`src/rtl/mem_arb_pkg.sv`:
```
// mem_arb_pkg: shared types and constants for the memory arbiter
package mem_arb_pkg;
  localparam int WORD = 32;
  typedef enum logic [1:0] {IDLE, BUSY, RESP} state_t;
  typedef enum logic {PORT_I = 1'b0, PORT_D = 1'b1} port_t;
endpackage

```
`src/rtl/mem_arbiter.sv`:
```
// mem_arbiter: round-robin arbiter sharing one memory port between fetch and data ports
module mem_arbiter
  import mem_arb_pkg::*;
#(
  parameter int TIMEOUT = 16
) (
  input  logic            clk,
  input  logic            reset,
  input  logic            ireq,
  input  logic [WORD-1:0] iadr,
  output logic            iack,
  output logic [WORD-1:0] irdata,
  input  logic            dreq,
  input  logic            dwe,
  input  logic [WORD-1:0] dadr,
  input  logic [WORD-1:0] dwdata,
  output logic            dack,
  output logic [WORD-1:0] drdata,
  output logic            err,
  output logic            mem_en,
  output logic            mem_we,
  output logic [WORD-1:0] mem_adr,
  output logic [WORD-1:0] mem_wdata,
  input  logic [WORD-1:0] mem_rdata,
  input  logic            mem_ready
);
  state_t          state, state_n;
  port_t           last, owner, pick;
  logic            we, err_q, timeout, grant, done;
  logic [WORD-1:0] adr, wdata, rdata;
  logic [7:0]      cnt;
  always_comb begin
    pick    = (ireq && dreq) ? ((last == PORT_D) ? PORT_I : PORT_D) : (dreq ? PORT_D : PORT_I);
    timeout = cnt == 8'(TIMEOUT - 1);
    grant   = state == IDLE && (ireq || dreq);
    done    = state == BUSY && (mem_ready || timeout);
    state_n = state == IDLE ? (grant ? BUSY : IDLE) :
              state == BUSY ? (done ? RESP : BUSY) : IDLE;
  end
  always_ff @(posedge clk) begin
    if (reset) begin
      state <= IDLE;
      last  <= PORT_D;
      owner <= PORT_I;
      we    <= 1'b0;
      adr   <= '0;
      wdata <= '0;
      rdata <= '0;
      cnt   <= '0;
      err_q <= 1'b0;
    end else begin
      state <= state_n;
      if (grant) begin
        owner <= pick;
        we    <= pick == PORT_D && dwe;
        adr   <= (pick == PORT_D) ? dadr : iadr;
        wdata <= (pick == PORT_D) ? dwdata : '0;
        cnt   <= '0;
      end
      if (state == BUSY) cnt <= cnt + 8'd1;
      // a timed-out access returns zero data with err set
      if (done) begin
        rdata <= (mem_ready && !we) ? mem_rdata : '0;
        err_q <= !mem_ready;
      end
      if (state == RESP) last <= owner;
    end
  end
  assign mem_en    = state == BUSY;
  assign mem_we    = mem_en && we;
  assign mem_adr   = adr;
  assign mem_wdata = wdata;
  assign iack      = state == RESP && owner == PORT_I;
  assign dack      = state == RESP && owner == PORT_D;
  assign err       = state == RESP && err_q;
  assign irdata    = rdata;
  assign drdata    = rdata;
endmodule

```
`config.mk`:
```
export PLATFORM = sky130hd
export DESIGN_NAME = mem_arbiter
export DESIGN_NICKNAME = d
export VERILOG_FILES = /design/src/rtl/mem_arb_pkg.sv /design/src/rtl/mem_arbiter.sv
export SDC_FILE = /design/constraint.sdc
export NUM_CORES = 1
export LEC_CHECK = 0
export ABC_AREA = 1
export BUFFER_PORTS_ARGS = -buffer_cell sky130_fd_sc_hd__buf_2
export CAP_MARGIN = 15
export CORE_ASPECT_RATIO = 0.75
export CORE_MARGIN = 5
export CORE_UTILIZATION = 40
export DETAILED_ROUTE_END_ITERATION = 8
export PLACE_DENSITY_LB_ADDON = 0.05
export SETUP_SLACK_MARGIN = 0.4
export SYNTH_ARGS = -nofsm -noshare
export SYNTH_HDL_FRONTEND = slang
export SYNTH_SLANG_ARGS = --single-unit
```
`constraint.sdc`:
```
create_clock -name clk -period 1.5 [get_ports clk]
set_input_delay 0.225 -clock clk [delete_from_list [all_inputs] [get_ports clk]]
set_output_delay 0.225 -clock clk [all_outputs]
set_load 0.01 [all_outputs]
```
# Word-level counts from Yosys, hierarchy flattened
# Index checks and enable logic that the tools add are counted.
[totals]
word_cells = 41
out_inout_bits = 133
inputBits = 134
register_bits = 110
[op_classes]
n_bitwise = 1
eq_ne = 3
n_reduce_logical = 15
n_mux = 12
add_sub_neg = 1
[op_table]
columns = ["op", "n"]
rows = [
  ["32-bit 2-to-1 mux", 3],
  ["8-bit 2-to-1 mux", 2],
  ["1-bit logical AND", 9],
  ["8-bit by 1-bit adder with 8-bit output, second input constant", 1],
  ["8-bit by 4-bit equality test with 1-bit output, second input constant", 1],
  ["2-bit 2-to-1 mux", 3],
  ["1-bit 2-to-1 mux", 4],
  ["2-bit by 1-bit equality test with 1-bit output, second input constant", 1],
  ["2-bit equality test, second input constant", 1],
  ["1-bit zero test", 2],
  ["2-bit zero test", 1],
  ["1-bit logical OR", 2],
  ["2-bit nonzero test", 1],
  ["1-bit inverter", 1],
]

# Depth between registers and ports, before layout
# Gate-level depths: netlist of the first run.
[depth]
depth_word = 6
mapped_depth = 8
mapped_depth_nobuf = 7

# Worst setup path before layout of the first run
# Ideal clock, no wire load.
[synth_timing]
path_type = "reg-to-reg"
from = "reg cnt[0]"
to = "reg rdata[29], in the netlist drdata[29]"
slack_ns = 0.172
stages_incl_launch_ff = 9
t_arrival_ns = 1.213
setup_ns = 0.115
n_path_buf = 2
required_ns = 1.385
period_less_slack_ns = 1.328
cell_sequence = "dfxtp_1 -> ha_1 -> nand3_1 -> o21bai_2 -> buf_6 -> buf_6 -> nand3_1 -> nand2_1 -> nor2_1"
[synth_via]
elab_chain_len = 3
[synth_rtl]
columns = ["element", "line", "text"]
rows = [
  ["start: declaration", "mem_arbiter.sv:31", "logic [7:0] cnt;"],
  ["start signal: assignment", "mem_arbiter.sv:60", "if (state == BUSY) cnt <= cnt + 8'd1;"],
  ["8-bit by 4-bit equality test with 1-bit output", "mem_arbiter.sv:34", "timeout = cnt == 8'(TIMEOUT - 1);"],
  ["1-bit logical OR", "mem_arbiter.sv:36", "done = state == BUSY && (mem_ready || timeout);"],
  ["1-bit logical AND", "mem_arbiter.sv:36", ""],
  ["end signal: assignment", "mem_arbiter.sv:63", "rdata <= (mem_ready && !we) ? mem_rdata : '0;"],
  ["end: declaration", "mem_arbiter.sv:30", "logic [WORD-1:0] adr, wdata, rdata;"],
]
# No other way between the ends.
# A chain may end at the register's enable or synchronous reset.

# Final worst setup path of the first run
[layout_timing]
from = "reg state[0]"
to = "out mem_we"
[layout_via]
elab_chain_len = 2
[layout_rtl]
columns = ["element", "line", "text"]
rows = [
  ["start: declaration", "mem_arbiter.sv:27", "state_t state, state_n;"],
  ["start signal: assignment", "mem_arbiter.sv:52", "state <= state_n;"],
  ["2-bit by 1-bit equality test with 1-bit output", "mem_arbiter.sv:69", "assign mem_en = state == BUSY;"],
  ["1-bit logical AND", "mem_arbiter.sv:70", "assign mem_we = mem_en && we;"],
  ["end: declaration", "mem_arbiter.sv:21", "output logic mem_we,"],
]
# No other way between the ends.

==> metrics.txt, run 1 <==
status=finished clean; first-pass GRT wire length=24600 µm; Req. time, crit path=1.27 ns; worst r2r dst=drdata[31]$_SDFFE_PP0P_; Finished Core Util=66.3%; hold buffer count at cts=0; Flop pwr share=41.3%; Avg Cell Area, Syn=6.99 µm²; Ant. Diodes=0; Overall Global Routing Usage=20.1%; clock skew=0.00774 ns; RSZ-0062 raised after global routing=true; clock buffer depth=2; worst-path cell chain=inv_2, nor2_4, inv_2, nor2_2, buf_2; # IOs=267; CP max stage delay=0.36 ns; Hold Crit Depth=3; minimum clock period=1.44 ns; Synth Cell Area=0.00494 mm²; drt initial violations=238; drt first pass iters=4; total wire length=17800 µm; PnR worst setup slack=0.0645 ns; std cell rows=35; CP most frequent cell=inv_2; internal power consumption=5.54 mW; Initial Utilization=40.5%; Yosys top cell area share=44.6%; Synth area leader=dfxtp_1; setup violators final=0; Max Cap Viol=0; CP startpoint kind=register; relative max-transition margin=62.0%; vias per cell=4.90; max-slew violations=0; Clk pwr share=28.9%; Setup WS pre-CTS=0.0300 ns; FF-to-FF Start=cnt[0]$_SDFFE_PP0P_; Die Area=0.0147 mm²; PD cells=994 mW/mm²; ys async rst share=0%; TritonCTS clock tree=yes; nets=1108; LEAKAGE=4.01 nW; slowest CP cell=dfxtp_2; Comb power frac=29.8%; sequential fraction of the synthesis area=44.6%; Final Cycle Share=95.7%; Hold Vio Cnt, Final=0; Routed wire per std cell=15.6 µm; fmax=697 MHz; Clock Tree Root=clkbuf_16; initial antenna violation count=0; worst hold endpoint=mem_adr[20]$_SDFFE_PP0P_; top cells by area, synth=dfxtp_1 (45%), nand2_1 (17%), a21oi_1 (10%); clock network latency to the later pin of the worst-skew pair=0.34 ns; synthesized instance count=706; routability cong.=0.819; Overflow after GRT=0; via count=5592; switching power=2.47 mW; min-delay src=dadr[20]; CORE AREA=0.0122 mm²; post-synthesis sequential element count=110; DP HPWL=10900 µm; Die H=106 µm; r2r worst-path depth=9; switching share of power=30.8%; layout cells sized above 1=55.6%; PortBufs=266; Num Clock Sinks=110; worst slew pin tran=0.570 ns; Hold/Removal Path Class=in -> reg; synth warn=0; R2R setup slack=0.08 ns; vias in the first global route=4959; Crit path arrival time=1.21 ns; dominant synthesized flop cell=dfxtp_1; Synth cell types=20; maximum fanout along the worst path=4; Peak VDD IR=0.737 mV; EDFF count, synth=0; total CTS buffers=9; area grow syn2layout=63.4%; syn nets=841; Worst Setup End Kind=output port; largest net degree at the start of global routing=38; Crit Path Class=reg -> out; Worst-path clk slew=0.07 ns; die width=138 µm; DRT antenna net count=0; drt drc=0; htree depth=3
sequential cells by signal (all words and copies together) (netlist names):
| signal | flops |
|---|---|
| owner | 1 |
| err_q | 1 |
| drdata | 32 |
| last | 1 |
| state | 2 |
| mem_adr | 32 |
| mem_wdata | 32 |
| we | 1 |
| cnt | 8 |
cells by family after synthesis:
| family | Yosys count | synth area share, % |
|---|---|---|
| DFF | 110 | 44.6 |
| and+or+nand+nor | 343 | 27.4 |
| adders and majority gates | 1 | 0.253 |
| buffers and inverters | 108 | 12.9 |
| AOI/OAI and AO/OA | 144 | 14.9 |
worst max-delay path by stage:
stage	startpoint	end	slack, ns	cells after the start
after floorplan	cnt[1]$_SDFFE_PP0P_	drdata[25]$_SDFFE_PP0P_	0.28	8
after global placement	cnt[1]$_SDFFE_PP0P_	drdata[17]$_SDFFE_PP0P_	0.09	6
after detailed placement	cnt[1]$_SDFFE_PP0P_	drdata[22]$_SDFFE_PP0P_	0.03	6
after CTS	state[0]$_SDFF_PP0_	mem_we	0.07	5
after global routing	state[1]$_SDFF_PP0_	mem_wdata[29]$_SDFFE_PP0P_	-0.01	7
final	state[0]$_SDFF_PP0_	mem_we	0.06	5
power groups by stage:
stage	Combinational, mW	Sequential (mW)	Clock (mW)
after floorplan	0.921	3.43	0
after global placement	1.56	3.34	0
after detailed placement	1.58	3.34	0
after CTS	1.75	3.28	2.37
after global routing	2.58	3.34	2.50
final	2.39	3.31	2.31
layout by cell type, fill, tap and decap left out, types with 15 or more instances in the layout:
master     count
nand2_2       19
dfxtp_2       27
clkbuf_16     21
a21oi_2       63
buf_4         24
nand2_4       28
nor2_1        81
inv_1         23
buf_2        262
o21ai_2       18
nand2_1      173
dfxtp_1       80
nand3_2       18
a21oi_1       39
buf_6         15
worst max-delay path, delay by kind of cell (launching register included):
kind	cells	cell delay, ns
flops	1	0.36
buf+inv	3	0.26
simple gates	2	0.25
per-layer routing:
metal	vias up	share of wire (%)	track usage, %	wire length [µm]
met3	13	8.1	6.38	1440
met5	-	0	0	0
met2	211	47	32.9	8420
met4	0	0.89	4.37	158
met1	2614	44	26.2	7770
li1	2754	-	-	-
area by class of cell:
cell class,instances,area [µm²]
multi-input combinational,489,2850
timing repair inverter,2,22.5
timing repair buffer,332,2340
fill,1066,4110
clock buffer,10,229
clock inverter,4,50.0
inverter,29,116
sequential,110,2250
tap,166,208
what timing repair did:
item | 4_1_cts | 5_1_grt
resized for setup | 17 | 268
setup buffers | 13 | 16
cloned | 5 | 17
endpoints found under the setup margin | 122 | 164
pin swaps | 1 | 59
Yosys cell counts (2+ instances only):
library cell / count
nor2_2: 2
nand2_1: 220
inv_1: 27
nand3_1: 32
buf_2: 25
inv_2: 2
buf_6: 7
clkbuf_1: 8
o21ai_0: 39
nor2_1: 86
a21oi_1: 102
buf_4: 39
dfxtp_1: 110
metrics by stage:
step	area, µm²	total power [mW]	hold slack, ns	cells	setup TNS (ns)
2_1_floorplan	5010	4.35	0.361	706	0
3_3_place_gp	6250	4.90	0.446	1077	0
3_5_place_dp	6250	4.92	0.452	1077	0
4_1_cts	6820	7.40	0.0990	1109	0
5_1_grt	8070	8.43	0.0981	1142	-0.0238
6_report	8070	8.02	0.110	1142	0
(Power assumes the default switching activity.)
==> inputs of run 2 (changes only) <==
Settings changed: ABC_AREA 1 to 0.
==> metrics.txt, run 2 <==
drt initial violations=272 (+14%); slowest CP cell=dfxtp_2; drt first pass iters=5 (+1); Synth Cell Area=0.00487 mm² (-1.2%); EDFF count, synth=0 (unchanged); worst-path cell chain=buf_6, buf_6, nor2_4, buf_6, buf_6, buf_12, buf_16, nand3_4, a21oi_2; Ant. Diodes=0 (unchanged); initial antenna violation count=0 (unchanged); count leader, synth=a21oi_1; minimum clock period=1.55 ns (+0.119 ns); DRT antenna net count=0 (unchanged); Inst Count DP=916 (-15%); Initial Utilization=41.5% (+0.97 points); PortBufs=266 (unchanged); most frequent cells in the layout=buf_2 (255), a21oi_1 (90), dfxtp_2 (65), a21oi_2 (45), dfxtp_1 (44); TritonCTS clock tree=yes; Peak VDD IR=0.850 mV (+15%); Die H=106 µm (-0.56%); status=finished, violations left; Num Clock Sinks=110 (unchanged); Synth area leader=dfxtp_1; setup violators final=42 (+42); CP startpoint kind=register; die width=137 µm (-0.58%); Clock Tree Root=clkbuf_16; synth warn=0 (unchanged); fmax=643 MHz (-7.6%); htree depth=3 (unchanged); vias per cell=5.45 (+11%); post-synthesis sequential element count=110 (unchanged); syn nets=687 (-18%); filler instances=834 (-22%); CP max stage delay=0.34 ns (-0.02 ns); std cell rows=34 (-2.9%); total wire length=19300 µm (+8.4%); worst slew pin tran=0.537 ns (-0.0323 ns); relative max-transition margin=64.2% (+2.2 points); clock network latency to the later pin of the worst-skew pair=0.35 ns (about the same); Avg Cell Area, Syn=8.83 µm² (+26%); via count=5398 (-3.5%); PnR worst setup slack=-0.0541 ns (-0.119 ns); Hold/Removal Path Class=in -> reg; sequential fraction of the synthesis area=45.2% (+0.56 points); routability cong.=0.735 (-10%); Final Cycle Share=104% (+7.9 points); largest net degree at the start of global routing=65 (+71%); CORE AREA=0.0117 mm² (-3.6%); Overflow after GRT=0 (unchanged); hold buffer count at cts=0 (unchanged); Routed wire per std cell=19.5 µm (+25%); drt drc=0 (unchanged); Worst Setup End Kind=register; Setup TNS=-1.04 ns (-1.04 ns); Overall Global Routing Usage=23.1% (+2.9 points); LEAKAGE=3.58 nW (-11%); Crit path arrival time=1.83 ns (+0.62 ns); # IOs=267 (unchanged); Worst-path clk slew=0.08 ns (about the same); Synth cell types=38 (+90%); clock skew=0.00532 ns (-0.00242 ns); max-slew violations=0 (unchanged); maximum fanout along the worst path=6 (+2); PD cells=987 mW/mm² (-0.62%); Total Power=8.42 mW (+5.1%); Die Area=0.0145 mm² (-1.1%); top cells by area, synth=dfxtp_1 (45%), a21oi_1 (14%), a211oi_1 (10%); CP most frequent cell=buf_6; clock buffer depth=2 (unchanged); Req. time, crit path=1.77 ns (+0.50 ns); most common cell after layout, fill and taps aside=buf_2; failing checks=setup timing; total CTS buffers=9 (unchanged); Yosys top cell area share=45.2% (+0.56 points); area grow syn2layout=74.9%; Hold Vio Cnt, Final=0 (unchanged); fin cells=990 (-13%); nets=958 (-14%); Crit Path Class=reg -> reg; dominant synthesized flop cell=dfxtp_1; layout cells sized above 1=72.0% (+16 points); vias in the first global route=5246 (+5.8%); top cells by count, synth=a21oi_1 (136), dfxtp_1 (110), a211oi_1 (65), buf_4 (37); Max Cap Viol=0 (unchanged); DP HPWL=10900 µm (+0.13%); synthesized instance count=552 (-22%); ys async rst share=0% (unchanged); RSZ-0062 raised after global routing=true; first-pass GRT wire length=27000 µm (+10%)
==> run 2: cell types whose count changed in the layout (fill, tap and decap cells not counted), sizes merged, moves of 3 or more <==
cell,delta
a21oi,+34
clkbuf,-8
o211ai,+4
nand2,-217
nor2,-81
nand3,+3
mux2i,+32
a211oi,+65
o21ai,-5
nand2b,+6
buf,+25
inv,-24
==> run 2: critical path, delay by kind of cell (launching register included) <==
family | cells | cell delay, ns
AND/OR/NAND/NOR | 2 | 0.23
AO/OA/AOI/OAI | 1 | 0.15
buffers and inverters | 6 | 0.75
flip-flops | 1 | 0.34
==> run 2: through the flow <==
stage | setup WS (ns) | hold WS, ns | util (%) | cell area [µm²]
6_report | -0.0541 | 0.110 | 72.6 | 8530
5_1_grt | -0.109 | 0.105 | 72.6 | 8530
4_1_cts | -0.0137 | 0.0912 | 66.5 | 7810
3_5_place_dp | 0.00494 | 0.461 | 55.3 | 6500
3_3_place_gp | 0.0278 | 0.458 | 55.3 | 6500
2_1_floorplan | 0.0546 | 0.314 | - | 5250
==> run 2: final timing paths <==
kind,startpoint,cells past startpoint,slack [ns],end
worst max-delay path,state[0]$_SDFF_PP0_,9,-0.05,mem_wdata[15]$_SDFFE_PP0P_
worst min-delay path,dwdata[29],3,0.11,mem_wdata[29]$_SDFFE_PP0P_
worst max register to register,state[0]$_SDFF_PP0_,9,-0.05,mem_wdata[15]$_SDFFE_PP0P_
worst min register to register,mem_wdata[25]$_SDFFE_PP0P_,2,0.46,mem_wdata[25]$_SDFFE_PP0P_
==> run 2: timing repair <==
action,in CTS,in global routing
setup buffers,24,15
gates cloned,14,5
setup endpoints to repair,120,194
pin swaps,95,58
gates resized for setup,154,138
==> run 2: cell families (layout without fill, tap and decap cells) <==
group | Yosys count | count (layout) | share of synthesized area (%)
multiplexers | 34 | 34 | 7.03
AND/OR/NAND/NOR | 66 | 66 | 7.14
buffers and inverters | 91 | 367 | 10.3
adder cells (fa/ha/maj) | 1 | 1 | 0.257
flip-flops | 110 | 110 | 45.2
AO/OA/AOI/OAI | 250 | 250 | 30.1
==> run 2: final cells by class <==
class / instances / area (µm²) / share of cell area, %
inverters: 3 / 18.8 / 0.220
repair buffers: 348 / 2650 / 31.0
multi-input cells: 351 / 3100 / 36.3
clock inverters: 6 / 45.0 / 0.528
well taps: 162 / 203 / 2.38
flip-flops and latches: 110 / 2290 / 26.8
clock buffers: 10 / 229 / 2.68
==> run 2: per-layer routing <==
metal | global-route usage [%] | wire length, µm
met1 | 27.5 | 7770
met2 | 40.1 | 9660
met3 | 7.10 | 1540
met4 | 5.98 | 321
met5 | 0 | 0
==> run 2: where the power goes <==
group / internal, mW / switching, mW
Sequential: 3.15 / 0.144
Combinational: 1.44 / 1.42
Clock: 1.14 / 1.13
Total: 5.72 / 2.70
==> inputs of run 3 (changes only) <==
Settings changed: CORE_UTILIZATION 40 to 30.
==> metrics.txt, run 3 (synthesized netlist as in run 2, its figures left out) <==
status=finished, violations left; failing checks=setup timing; worst r2r dst=drdata[27]$_SDFFE_PP0P_; Overall Global Routing Usage=18.2% (-4.8 points); Worst-path clk slew=0.07 ns (about the same); htree depth=3 (unchanged); total CTS buffers=9 (unchanged); Die Area=0.0189 mm² (+30%); LEAKAGE=3.55 nW (-0.82%); maximum fanout along the worst path=34 (+28); Worst Setup End Kind=register; clock skew=0.00720 ns (+0.00188 ns); PD cells=980 mW/mm² (-0.73%); Total Power=8.63 mW (+2.5%); # IOs=267 (unchanged); Worst Setup SP=cnt[7]$_SDFFE_PP0P_; worst-path cell chain=or4_4, o21bai_4, buf_12, a211oi_1; Peak VDD IR=0.548 mV (-36%); relative max-transition margin=68.4% (+4.2 points); DRT antenna net count=0 (unchanged); clock network latency to the later pin of the worst-skew pair=0.34 ns (about the same); clock buffer depth=2 (unchanged); largest net degree at the start of global routing=65 (unchanged); vias per cell=5.15 (-5.6%); first-pass GRT wire length=28000 µm (+3.6%); r2r worst-path depth=4 (-5); PnR worst setup slack=-0.00876 ns (+0.0453 ns); most common cell after layout, fill and taps aside=buf_2; FF-to-FF Start=cnt[7]$_SDFFE_PP0P_; std cell rows=40 (+18%); CP startpoint kind=register; layout cells sized above 1=73.9% (+1.9 points); slowest CP cell=or4_4; Routed wire per std cell=18.1 µm (-7.0%); CORE AREA=0.0160 mm² (+36%); drt initial violations=244 (-10%); Num Clock Sinks=110 (unchanged); fmax=663 MHz (+3.0%); drt first pass iters=4 (-1); max-slew violations=0 (unchanged); total wire length=18600 µm (-3.7%); area of placed instances=0.00657 mm² (+1.2%); CP endpoint=drdata[27]$_SDFFE_PP0P_; DP HPWL=11400 µm (+4.0%); Hold Vio Cnt, Final=0 (unchanged); Die H=120 µm (+14%); die width=157 µm (+14%); CP max stage delay=0.55 ns (+0.21 ns); most frequent cells in the layout=buf_2 (256), a21oi_1 (79), dfxtp_2 (55), dfxtp_1 (53), a211oi_2 (43); Clock Tree Root=clkbuf_16; Req. time, crit path=1.72 ns (-0.05 ns); PortBufs=266 (unchanged); Initial Utilization=30.5% (-11 points); hold buffer count at cts=0 (unchanged); Max Cap Viol=0 (unchanged); RSZ-0062 raised after global routing=true; Ant. Diodes=0 (unchanged); Crit path arrival time=1.73 ns (-0.10 ns); Overflow after GRT=0 (unchanged); setup violators final=6 (-86%); Crit Path Class=reg -> reg; routability cong.=0.781 (+6.3%); fin area=0.00880 mm² (+3.2%); Inst Count DP=966 (+5.5%); worst slew pin tran=0.474 ns (-0.0635 ns); R2R setup slack=-0.009 ns (+0.05 ns); nets=946 (-1.3%); vias in the first global route=5211 (-0.67%); area grow syn2layout=80.6%; Hold/Removal Path Class=in -> reg; initial antenna violation count=0 (unchanged); via count=5278 (-2.2%); minimum clock period=1.51 ns (-0.0453 ns); drt drc=0 (unchanged); Final Cycle Share=101% (-3.0 points); TritonCTS clock tree=yes; minimum hold slack=0.109 ns (-0.00159 ns); fin cells=1025 (+3.5%)
-- run 3: changes by cell type in the layout (fill, tap and decap cells not counted), moves of 8 or more --
cell	change
dfxtp_1	+9
dfxtp_2	-10
a211oi_2	+12
a21oi_1	-11
mux2i_1	-12
a211oi_1	-11
buf_4	-8
a21oi_4	+21
a21oi_2	-10
-- run 3: per-stage QoR --
step | util [%] | TNS [ns] | worst slack, ns
3_3_place_gp | 41.2 | 0 | 0.0179
6_report | 55.1 | -0.0183 | -0.00876
5_1_grt | 55.1 | -1.44 | -0.0585
4_1_cts | 49.9 | -0.00611 | -0.00611
2_1_floorplan | - | 0 | 0.0546
3_5_place_dp | 41.2 | 0 | 0.0107
-- run 3: power by group --
group	total (mW)	internal, mW	switching [mW]
clock	2.51	1.45	1.05
combinational	2.80	1.38	1.42
sequential	3.33	3.15	0.176
-- run 3: cell type report --
type,count,area [µm²]
Timing Repair Buffer,336,2520
Clock buffer,11,233
Multi-Input combinational cell,351,3420
Inverter,3,16.3
Sequential cell,110,2280
Tap cell,210,263
Clock inverter,4,72.6
Fill cell,1426,7160
-- run 3: worst min-delay path by stage --
stage                               startpoint                    endpoint  slack (ns)  depth (start not counted)
finish                               dwdata[9]   mem_wdata[9]$_SDFFE_PP0P_        0.11                          3
global route                         dwdata[9]   mem_wdata[9]$_SDFFE_PP0P_         0.1                          3
CTS                                 dwdata[31]  mem_wdata[31]$_SDFFE_PP0P_         0.1                          3
detailed placement  mem_wdata[15]$_SDFFE_PP0P_  mem_wdata[15]$_SDFFE_PP0P_        0.46                          2
global placement                     mem_ready          err_q$_SDFFE_PP0P_        0.46                          2
floorplan                            mem_ready          err_q$_SDFFE_PP0P_        0.31                          1
-- run 3: timing repair --
item / CTS / global route
endpoints found under the hold margin: 0 / 0
pin swaps: 84 / 73
gates cloned: 11 / 5
resized for setup: 163 / 171
endpoints found under the setup margin: 117 / 181
buffers inserted: 21 / 7
-- run 3: routing by layer --
metal  GRT usage [%]  vias up  wire length, µm
met2            30.3      166             8890
met4            3.06        0              149
met1            24.4     2550             8160
li1                -     2552                -
met5               0        -                0
met3            4.51       10             1390
-- run 3: critical path: cells and delay by family, from the launching register on --
| kind | cells | cell delay [ns] |
|---|---|---|
| DFF | 1 | 0.31 |
| and+or+nand+nor | 1 | 0.55 |
| AOI/OAI and AO/OA | 2 | 0.28 |
| buffers and inverters | 1 | 0.23 |
